`config.mk`:
```
export PLATFORM = sky130hd
export DESIGN_NAME = blink_period_meter
export DESIGN_NICKNAME = d
export VERILOG_FILES = /design/src/rtl/blink_meter_pkg.sv /design/src/rtl/sync_edge_detect.sv /design/src/rtl/blink_period_meter.sv
export SDC_FILE = /design/constraint.sdc
export NUM_CORES = 1
export LEC_CHECK = 0
export CAP_MARGIN = 20
export CELL_PAD_IN_SITES_DETAIL_PLACEMENT = 0
export CELL_PAD_IN_SITES_GLOBAL_PLACEMENT = 1
export CORE_ASPECT_RATIO = 1.2
export CORE_MARGIN = 4
export CORE_UTILIZATION = 40
export CTS_CLUSTER_SIZE = 28
export DETAILED_ROUTE_END_ITERATION = 7
export GPL_ROUTABILITY_DRIVEN = 1
export GPL_TIMING_DRIVEN = 0
export PLACE_DENSITY = 0.78
export SYNTH_ARGS = -nofsm -noshare
export SYNTH_HDL_FRONTEND = slang
export SYNTH_HIERARCHICAL = 1
export SYNTH_SLANG_ARGS = --single-unit
```
`constraint.sdc`:
```
create_clock -name i_Clk -period 2.5 [get_ports i_Clk]
set_input_delay 0.5 -clock i_Clk [delete_from_list [all_inputs] [get_ports i_Clk]]
set_output_delay 0.5 -clock i_Clk [all_outputs]
set_load 0.005 [all_outputs]
```
`src/rtl/blink_meter_pkg.sv`:
```
// Shared types and defaults for the blink period meter and its synchronizer.
// The edge counter width is fixed, so its wrap point is the same in every build.
package blink_meter_pkg;

  typedef enum logic [1:0] {
    IDLE  = 2'd0,
    ARMED = 2'd1,
    STUCK = 2'd2
  } meter_state_t;

  localparam int unsigned DEF_CNT_WIDTH   = 16;
  localparam int unsigned DEF_SYNC_STAGES = 2;
  localparam int unsigned DEF_TIMEOUT     = 50000;
  localparam int unsigned EDGE_CNT_WIDTH  = 8;

endpackage

```
`src/rtl/sync_edge_detect.sv`:
```
// Synchronizer chain with a registered any-edge pulse one cycle after the synced level moves.
// Latency: g_STAGES cycles to level, g_STAGES+1 to sig_edge; no backpressure.
module sync_edge_detect #(
  parameter int unsigned g_STAGES = 2
) (
  input  logic clk,
  input  logic rst_n,
  input  logic sig,
  output logic level,
  output logic sig_edge
);

  logic [g_STAGES-1:0] r_sync;
  logic                r_prev;

  always_ff @(posedge clk or negedge rst_n) begin
    if (!rst_n) begin
      r_sync   <= '0;
      r_prev   <= 1'b0;
      sig_edge <= 1'b0;
    end else begin
      r_sync   <= {r_sync[g_STAGES-2:0], sig};
      r_prev   <= r_sync[g_STAGES-1];
      sig_edge <= r_sync[g_STAGES-1] ^ r_prev;
    end
  end

  assign level = r_sync[g_STAGES-1];

endmodule

```
`src/rtl/blink_period_meter.sv`:
```
// Measures the edge-to-edge interval of an async square wave; o_Valid lands g_SYNC_STAGES+1 cycles after an i_Sig change.
// No backpressure: strobes last one cycle. Optional min/max tracking under BLINK_PERIOD_METER_MINMAX_EN.
module blink_period_meter
  import blink_meter_pkg::*;
#(
  parameter int unsigned g_CNT_WIDTH   = DEF_CNT_WIDTH,
  parameter int unsigned g_SYNC_STAGES = DEF_SYNC_STAGES,
  parameter int unsigned g_TIMEOUT     = DEF_TIMEOUT
) (
  input  logic                      i_Clk,
  input  logic                      i_Rst_L,
  input  logic                      i_Sig,
  input  logic                      i_Clear,
  output logic [g_CNT_WIDTH-1:0]    o_Half_Period,
  output logic                      o_Valid,
  output logic                      o_Level,
  output logic                      o_Stuck,
  output logic [EDGE_CNT_WIDTH-1:0] o_Edge_Count
`ifdef BLINK_PERIOD_METER_MINMAX_EN
  ,
  output logic [g_CNT_WIDTH-1:0]    o_Min_Period,
  output logic [g_CNT_WIDTH-1:0]    o_Max_Period
`endif
);

  localparam logic [g_CNT_WIDTH-1:0]    c_TIMEOUT = g_CNT_WIDTH'(g_TIMEOUT);
  localparam logic [g_CNT_WIDTH-1:0]    c_ONE     = g_CNT_WIDTH'(1);
  localparam logic [EDGE_CNT_WIDTH-1:0] c_EC_ONE  = EDGE_CNT_WIDTH'(1);

  meter_state_t           r_State;
  logic [g_CNT_WIDTH-1:0] r_Cnt;
  logic                   w_Edge;

  sync_edge_detect #(
    .g_STAGES (g_SYNC_STAGES)
  ) u_sync (
    .clk      (i_Clk),
    .rst_n    (i_Rst_L),
    .sig      (i_Sig),
    .level    (o_Level),
    .sig_edge (w_Edge)
  );

  always_ff @(posedge i_Clk or negedge i_Rst_L) begin
    if (!i_Rst_L) begin
      r_State       <= IDLE;
      r_Cnt         <= '0;
      o_Half_Period <= '0;
      o_Valid       <= 1'b0;
      o_Stuck       <= 1'b0;
      o_Edge_Count  <= '0;
`ifdef BLINK_PERIOD_METER_MINMAX_EN
      o_Min_Period  <= '1;
      o_Max_Period  <= '0;
`endif
    end else if (i_Clear) begin
      // A coincident edge is dropped: no count, no state change.
      r_State       <= IDLE;
      r_Cnt         <= '0;
      o_Half_Period <= '0;
      o_Valid       <= 1'b0;
      o_Stuck       <= 1'b0;
      o_Edge_Count  <= '0;
`ifdef BLINK_PERIOD_METER_MINMAX_EN
      o_Min_Period  <= '1;
      o_Max_Period  <= '0;
`endif
    end else begin
      o_Valid <= 1'b0;
      if (w_Edge) begin
        r_Cnt        <= c_ONE;
        o_Edge_Count <= o_Edge_Count + c_EC_ONE;
      end else if (r_Cnt != c_TIMEOUT) begin
        r_Cnt <= r_Cnt + c_ONE;
      end

      case (r_State)
        IDLE: begin
          if (w_Edge) r_State <= ARMED;
        end
        ARMED: begin
          if (w_Edge) begin
            o_Half_Period <= r_Cnt;
            o_Valid       <= 1'b1;
`ifdef BLINK_PERIOD_METER_MINMAX_EN
            if (r_Cnt < o_Min_Period) o_Min_Period <= r_Cnt;
            if (r_Cnt > o_Max_Period) o_Max_Period <= r_Cnt;
`endif
          end else if (r_Cnt == c_TIMEOUT) begin
            r_State <= STUCK;
            o_Stuck <= 1'b1;
          end
        end
        STUCK: begin
          // The interval spanning the stall is meaningless, so it is not reported.
          if (w_Edge) begin
            r_State <= ARMED;
            o_Stuck <= 1'b0;
          end
        end
        default: r_State <= IDLE;
      endcase
    end
  end

endmodule

```
**Word level (Yosys, flattened, before mapping)**

Cells that the tools add are included.

- Flip-flop bits (word level): 48
- Output and inout bits: 27
- Logic and storage cells: 50
- Bits of input ports: 4

- Reductions and logical operators: 9
- Mux-type cells: 21
- Equality and inequality tests: 8
- Add/sub/neg operators: 2
- Bitwise operators: 1

Operator list:

| kind | number |
|---|---|
| 16-bit 2-to-1 mux | 6 |
| 16-bit by 1-bit adder with 16-bit output (second input constant) | 1 |
| 16-bit == test (second input constant) | 1 |
| 8-bit 2-to-1 mux | 2 |
| 16-bit inequality test (second input constant) | 1 |
| 8-bit by 1-bit adder with 8-bit output (second input constant) | 1 |
| 2-bit 2-to-1 mux | 4 |
| 1-bit 2-to-1 mux | 7 |
| 3-bit inequality test (second input constant) | 2 |
| 3-bit nonzero test | 2 |
| 2-bit case mux with 2 select lines | 1 |
| 4-bit AND reduction | 1 |
| 2-bit nonzero test | 2 |
| 3-bit by 1-bit inequality test with 1-bit output (second input constant) | 1 |
| 3-bit by 2-bit inequality test with 1-bit output (second input constant) | 1 |
| 3-bit AND reduction | 1 |
| 2-bit by 1-bit == test with 1-bit output (second input constant) | 1 |
| 2-bit == test (second input constant) | 1 |
| 2-bit logical NOT | 1 |
| 1-bit case mux with 2 select lines | 1 |
| 2-bit AND reduction | 1 |
| 2-bit OR reduction | 1 |
| 1-bit XOR | 1 |

**Logic depth before layout (Yosys ltp)**

Gate-level depths: netlist of the first run.

- Depth after elaboration: 5
- Mapped depth: 6
- Depth with buffers taken out: 6

**Cells and area by module**

Netlist of the first run, hierarchy kept.

Modules (own cells, without submodules):

| module | area each (µm²) | times used | cells each | sequential area each (µm²) |
|---|---|---|---|---|
| blink_period_meter | 1990.7 | 1 | 185 | 1101.1 |
| sync_edge_detect | 108.9 | 1 | 5 | 100.1 |

**Least setup slack after synthesis of the first run**

OpenSTA, ideal clock, no wires.

- Kind: register to register
- From: register r_Cnt[2]
- To: register r_State[0]
- Path slack: 0.623 ns
- Setup time: 0.129 ns
- Buffers on the path: 1
- Period minus slack after synthesis: 1.877 ns
- Required time: 2.371 ns
- Stages on the path, launching flop included: 6
- Arrival: 1.748 ns
- Cell sequence: dfrtp_1 > buf_6 > or4b_4 > or4_4 > a21oi_2 > a211oi_1

- Longest elaborated chain between the ends: 3

RTL lines:

| element | RTL line | text |
|---|---|---|
| start, declared | blink_period_meter.sv:31 | `logic [g_CNT_WIDTH-1:0] r_Cnt;` |
| start signal, assigned | blink_period_meter.sv:71 | `r_Cnt <= c_ONE;` |
| start signal, assigned | blink_period_meter.sv:74 | `r_Cnt <= r_Cnt + c_ONE;` |
| 16-bit == test | blink_period_meter.sv:89 | `end else if (r_Cnt == c_TIMEOUT) begin` |
| 3-bit inequality test (no source line) | -- |  |
| 3-bit AND reduction (no source line) | -- |  |
| end signal, assigned | blink_period_meter.sv:90 | `r_State <= STUCK;` |
| end signal, assigned | blink_period_meter.sv:97 | `r_State <= ARMED;` |
| end signal, assigned | blink_period_meter.sv:101 | `default: r_State <= IDLE;` |
| end, declared | blink_period_meter.sv:30 | `meter_state_t r_State;` |

No other way between the ends.
A chain may end at the register's enable or synchronous reset.

**Worst setup path in the final report of the first run**

- From: register r_State[0]
- To: register o_Half_Period[4]

- Longest elaborated chain between the ends: 3

RTL lines:

| element | RTL line | text |
|---|---|---|
| start signal, assigned | blink_period_meter.sv:46 | `r_State <= IDLE;` |
| start signal, assigned | blink_period_meter.sv:58 | `r_State <= IDLE;` |
| start signal, assigned | blink_period_meter.sv:79 | `if (w_Edge) r_State <= ARMED;` |
| 2-bit by 1-bit == test with 1-bit output | blink_period_meter.sv:77 | `case (r_State)` |
| 2-bit nonzero test (no source line) | -- |  |
| 2-bit AND reduction (no source line) | -- |  |
| end signal, assigned | blink_period_meter.sv:83 | `o_Half_Period <= r_Cnt;` |
| end, declared | blink_period_meter.sv:14 | `output logic [g_CNT_WIDTH-1:0] o_Half_Period,` |

No other way between the ends.

==> results_dict.tcl, run 1 <==
set metrics [dict create \
    status "completed" \
    fin_skew_ps 5.10 \
    initial_core_util_pct 41.9 \
    multi_input_area_um2 837 \
    die_w_um 74.1 \
    grt_pass1_wl_um 7320 \
    cts_inserted_buffers 5 \
    clock_latency_ps 300 \
    critPathSlowestCell "dfrtp_1" \
    crit_type "reg -> reg" \
    cp_num_buf_inv 1 \
    clkTransAtPathRegs_ps 90 \
    synth_area_um2 2100 \
    ys_types 38 \
    endpoint_kind "flop" \
    critPathRequiredTime_ps 2740 \
    seq_area_frac_synth_pct 57.2 \
    ys_ff_latch 48 \
    overflow 0 \
    start_kind "flop" \
    synth.area.top_cells "dfrtp_1 (57%), a22o_1 (6.7%), nor2_1 (3.8%), xor2_1 (3.8%), a21oi_1 (2.6%)" \
    die-height_um 87.4 \
    synth_edf_count 0 \
    num_vias 1551 \
    drt_first_pass_iters 4 \
    synthesis.nets 197 \
    slowest_delay_ps 430 \
    synthCells 190 \
    grt_pass1_vias 1531 \
    fin_setup_tns_ps 0 \
    root_buffer "clkbuf_8" \
    crit_fanout 10 \
    core_area_um2 5010 \
    ys.flop_type "dfrtp_1" \
    drive_gt1_share_pct 7.02 \
    synth_top_area_share_pct 57.2 \
    path_cells "nor2b_1 -> nand2_1 -> nor2_1 -> clkbuf_1 -> a22o_1" \
    drv_slew 0 \
    setup_viol_count_final 0 \
    yosysWarningCount 6 \
    postSynth.asyncResetShare_pct 100 \
    period_needed_ps 1950 \
    hpwl_um 3000 \
    yosysMostFrequentCell "dfrtp_1" \
    regArea_um2 1200 \
    first_iter_violations 85 \
    final_nets 234 \
    place.port_buffers 29 \
    synth_top_cell_by_area "dfrtp_1" \
    htreeDepth 2 \
    diodes 0 \
    hp-class "in -> async" \
    drtAntennaViolNets 0 \
    synth_area_per_cell_um2 11.1 \
    cts_setup_buffers 0 \
    switchingPower_mw 0.345 \
    finalHoldViolCount 0 \
    cts_tree "done" \
    cts_hold_buf 0 \
    routabilityCongestion 0.736 \
    io_pins 31 \
    numClockSinks 48 \
    ir_worst_vdd_v 0.000271 \
    combPwrFrac_pct 7.1 \
    yosys-top-cells-count "dfrtp_1 (48), nor2_1 (21), a22o_1 (16)" \
    fillers 479 \
    drc_errors 0 \
    max_slew_margin_pct 62.7 \
    grt_max_degree 31 \
    cpLargestDelayFamily "simple AND/OR/NAND/NOR gates" \
    p_leak_nw 1.10 \
    rsz0062_at_grt "no" \
    power.density_nw_per_um2 568 \
    wire_per_inst_um 14.6 \
    pwr-share-clk_pct 38.1 \
    whs_ps 134 \
    wl_um 4210 \
    cap_viol_max_count 0 \
    arrival_ps 2190 \
    intPower_mw 1.13 \
    period_share_pct 77.9 \
    clockBufferDepth 2 \
    cts_resized 0 \
    syn_to_final_growth_pct 23.4 \
    viasPerCell 5.39 \
    worst_slew_pin_slew_ps 559 \
    p_seq_share_pct 54.8 \
    final_core_util_pct 51.7 \
    dieArea_um2 6480 \
    grt_use_total_pct 14.8 \
    p_sw_share_pct 23.4 \
    antenna_found_initial 0 \
    clock.fmax_ghz 0.514 \
    fp-row-count 28 \
]
[sequential cells by signal, summed over array words and instances, names as in the netlist]
register,count
o_Valid,1
u_sync/sig_edge,1
o_Stuck,1
r_State,2
o_Half_Period,16
r_Cnt,16
u_sync/r_sync,2
u_sync/r_prev,1
o_Edge_Count,8
[power groups by stage]
stage | logic [mW] | clock network (mW) | registers, mW
2_1_floorplan | 0.0537 | 0 | 0.820
3_3_place_gp | 0.104 | 0 | 0.822
3_5_place_dp | 0.108 | 0 | 0.823
4_1_cts | 0.109 | 0.576 | 0.807
5_1_grt | 0.122 | 0.612 | 0.810
6_report | 0.105 | 0.561 | 0.807
[worst paths after layout]
path / start / slack [ps] / to / cells after the start
max: r_State[0] / 550 / o_Half_Period[4] / 5
min: i_Rst_L / 130 / u_sync/r_sync[0] / 1
max reg2reg: r_State[0] / 550 / o_Half_Period[4] / 5
min reg2reg: u_sync/r_sync[0] / 350 / u_sync/r_sync[1] / 0
max in group asynchronous: i_Rst_L / 1870 / o_Edge_Count[7] / 2
min in group i_Clk: u_sync/r_sync[0] / 350 / u_sync/r_sync[1] / 0
[per-stage QoR]
| stage | power [mW] | instance area (µm²) | std cells | setup slack [ps] |
|---|---|---|---|---|
| 6_report | 1.47 | 2590 | 288 | 553 |
| 5_1_grt | 1.54 | 2590 | 288 | 303 |
| 4_1_cts | 1.49 | 2590 | 288 | 510 |
| 3_5_place_dp | 0.931 | 2480 | 280 | 544 |
| 3_3_place_gp | 0.926 | 2460 | 279 | -419 |
| 2_1_floorplan | 0.874 | 2100 | 190 | 623 |
[cell usage in the layout (no fill, tap or decap), types with 2 or more instances in the layout]
cell type         n
dfrtp_1          48
clkdlybuf4s50_1  28
nor2_1           21
a22o_1           16
nand2_1          14
a21oi_1          11
xor2_1            9
clkbuf_1          8
nand3_1           8
nand4_1           6
xnor2_1           5
or3_1             5
clkbuf_8          5
inv_1             4
o21ai_0           4
nor3_1            3
ha_1              3
buf_2             2
or2_1             2
and4_1            2
[routing by layer]
layer	vias to the layer above	track usage [%]	wire length, µm
met5	-	0	0
met4	0	5.93	76
met3	6	3.35	199
met2	42	22.9	1960
met1	747	20.0	1970
li1	756	-	-
[area by class of cell]
type,instances,share of cell area [%]
Multi-Input combinational cell,128,32.3
Timing Repair Buffer,30,11.8
Sequential cell,48,46.4
Tap cell,60,2.90
Clock buffer,5,2.66
Buffer,10,1.79
Clock inverter,3,1.64
Inverter,4,0.579
[cells by family after synthesis]
group	after synthesis	share of synthesized area, %
AND/OR/NAND/NOR	70	18.1
AO/OA/AOI/OAI	40	13.6
buffers and inverters	14	2.92
XOR/XNOR	14	5.84
flip-flops	48	57.2
multiplexers	1	0.477
adder cells (fa/ha/maj)	3	1.79
No activity file was read; power rests on OpenSTA's default activity.
==> run 2: changes to the inputs <==
==> constraint.sdc (replaced) <==
create_clock -name i_Clk -period 1.8 [get_ports i_Clk]
set_input_delay 0.36 -clock i_Clk [delete_from_list [all_inputs] [get_ports i_Clk]]
set_output_delay 0.36 -clock i_Clk [all_outputs]
set_load 0.005 [all_outputs]
==> results_dict.tcl, run 2 (synthesis gave the netlist of run 1 again) <==
set metrics [dict create \
    layout.cells.non_filler 299 \
    critPathRequiredTime_ps 1970 \
    top_regs "o_Half_Period x16, r_Cnt x16, o_Edge_Count x8" \
    endpoint_kind "flop" \
    power.density_nw_per_um2 715 \
    worst_slew_pin_slew_ps 475 \
    die_w_um 74.1 \
    clock.fmax_ghz 0.531 \
    cts_inserted_buffers 5 \
    diodes 0 \
    dp.cells 280 \
    drive_gt1_share_pct 17.2 \
    min-delay-start "u_sync/r_sync[0]" \
    clock_latency_ps 300 \
    io_pins 31 \
    grt_pass1_wl_um 7410 \
    htreeDepth 2 \
    finalHoldViolCount 0 \
    grt_max_degree 39 \
    grt_use_total_pct 14.9 \
    overflow 0 \
    wire_per_inst_um 14.8 \
    cts_tree "done" \
    root_buffer "clkbuf_8" \
    r2r_end "r_State[0]" \
    dieArea_um2 6480 \
    syn_to_final_growth_pct 29.0 \
    die-height_um 87.4 \
    grt_pass1_vias 1581 \
    power.total_mw 1.94 \
    crit_type "reg -> reg" \
    final_cell_mix "dfrtp_1 (41), clkdlybuf4s50_1 (28), nor2_1 (20)" \
    routabilityCongestion 0.814 \
    rsz0062_at_grt "yes" \
    drv_slew 0 \
    drc_errors 0 \
    final_common_cell "dfrtp_1" \
    worstHoldEndpoint "u_sync/r_sync[1]" \
    worst-r2r-cell-count 4 \
    drtAntennaViolNets 0 \
    place.port_buffers 29 \
    arrival_ps 2050 \
    clkTransAtPathRegs_ps 80 \
    antenna_found_initial 0 \
    clockBufferDepth 2 \
    setup_slack_ps -81.5 \
    fp-row-count 28 \
    wl_um 4440 \
    hpwl_um 2960 \
    dpl_cell_area_um2 2490 \
    fin_skew_ps 4.76 \
    reg2reg_setup_slack_ps -80 \
    drt_first_pass_iters 4 \
    period_share_pct 105 \
    numClockSinks 48 \
    r2r_start "r_Cnt[12]" \
    ir_worst_vdd_v 0.000392 \
    crit_fanout 3 \
    holdPathStages 0 \
    max_slew_margin_pct 68.3 \
    setup_viol_count_final 5 \
    first_iter_violations 89 \
    p_leak_nw 1.15 \
    status "finished with violations" \
    failed_checks "negative setup slack" \
    hp-class "reg -> reg" \
    cap_viol_max_count 0 \
    viasPerCell 5.33 \
    whs_ps 356 \
    start_kind "flop" \
    final_area_um2 2710 \
    initial_core_util_pct 41.9 \
    period_needed_ps 1880 \
    final_nets 245 \
    final_core_util_pct 54.0 \
    num_vias 1594 \
    core_area_um2 5010 \
]
run 2: cell count changes in the layout (fill, tap and decap cells not counted), sizes merged:
| cell | before | now |
|---|---|---|
| buf | 4 | 16 |
| clkinvlp | 1 | 0 |
| bufinv | 1 | 0 |
| clkinv | 1 | 0 |
| dlygate4sd3 | 0 | 1 |
| clkbuf | 13 | 14 |
run 2: timing repair:
action                                  in CTS  in global routing
pin swaps                                    9                  7
resized for setup                            4                 15
endpoints found under the setup margin      15                 18
hold endpoints to repair                    10                  0
setup buffers                                3                  8
hold buffers                                 1                  0
run 2: worst max-delay path by stage:
stage	slack, ps	from	depth (start not counted)	to
2_1_floorplan	-70	r_Cnt[12]	5	r_State[0]
3_3_place_gp	-1020	i_Rst_L	1	o_Half_Period[7]
3_5_place_dp	-160	r_Cnt[12]	5	r_State[0]
4_1_cts	-130	r_Cnt[2]	5	r_State[0]
5_1_grt	-120	r_Cnt[9]	4	r_State[0]
6_report	-80	r_Cnt[12]	4	r_State[0]
run 2: stage by stage:
| stage | TNS [ps] | setup slack, ps |
|---|---|---|
| global route | -664 | -117 |
| global placement | -50340 | -1020 |
| floorplan | -154 | -68.6 |
| CTS | -1470 | -133 |
| finish | -210 | -81.5 |
| detailed placement | -1280 | -156 |
run 2: worst max-delay path, cell delays in order, from the launching register on:
cell	delay (ps)
dfrtp_2	420
or4bb_4	540
or4_4	570
a21oi_2	160
a211oi_2	60
run 2: where the power goes:
group | internal, mW | switching [mW]
clock | 0.314 | 0.341
combinational | 0.0639 | 0.0953
sequential | 1.10 | 0.0238
total | 1.48 | 0.460
run 2: cell type report:
cell class,count,area [µm²]
flip-flops and latches,48,1210
fillers,459,2300
multi-input cells,128,872
clock buffers,8,90.1
well taps,60,75.1
repair buffers,42,398
inverters,4,15.0
plain buffers,9,47.5
run 2: metal layers:
metal	part of all wire [%]	GRT usage, %	up-vias
met5	0	0	-
met4	2.0	7.58	0
met3	3.8	2.89	8
met2	47	22.9	29
met1	47	19.9	783
li1	-	-	774
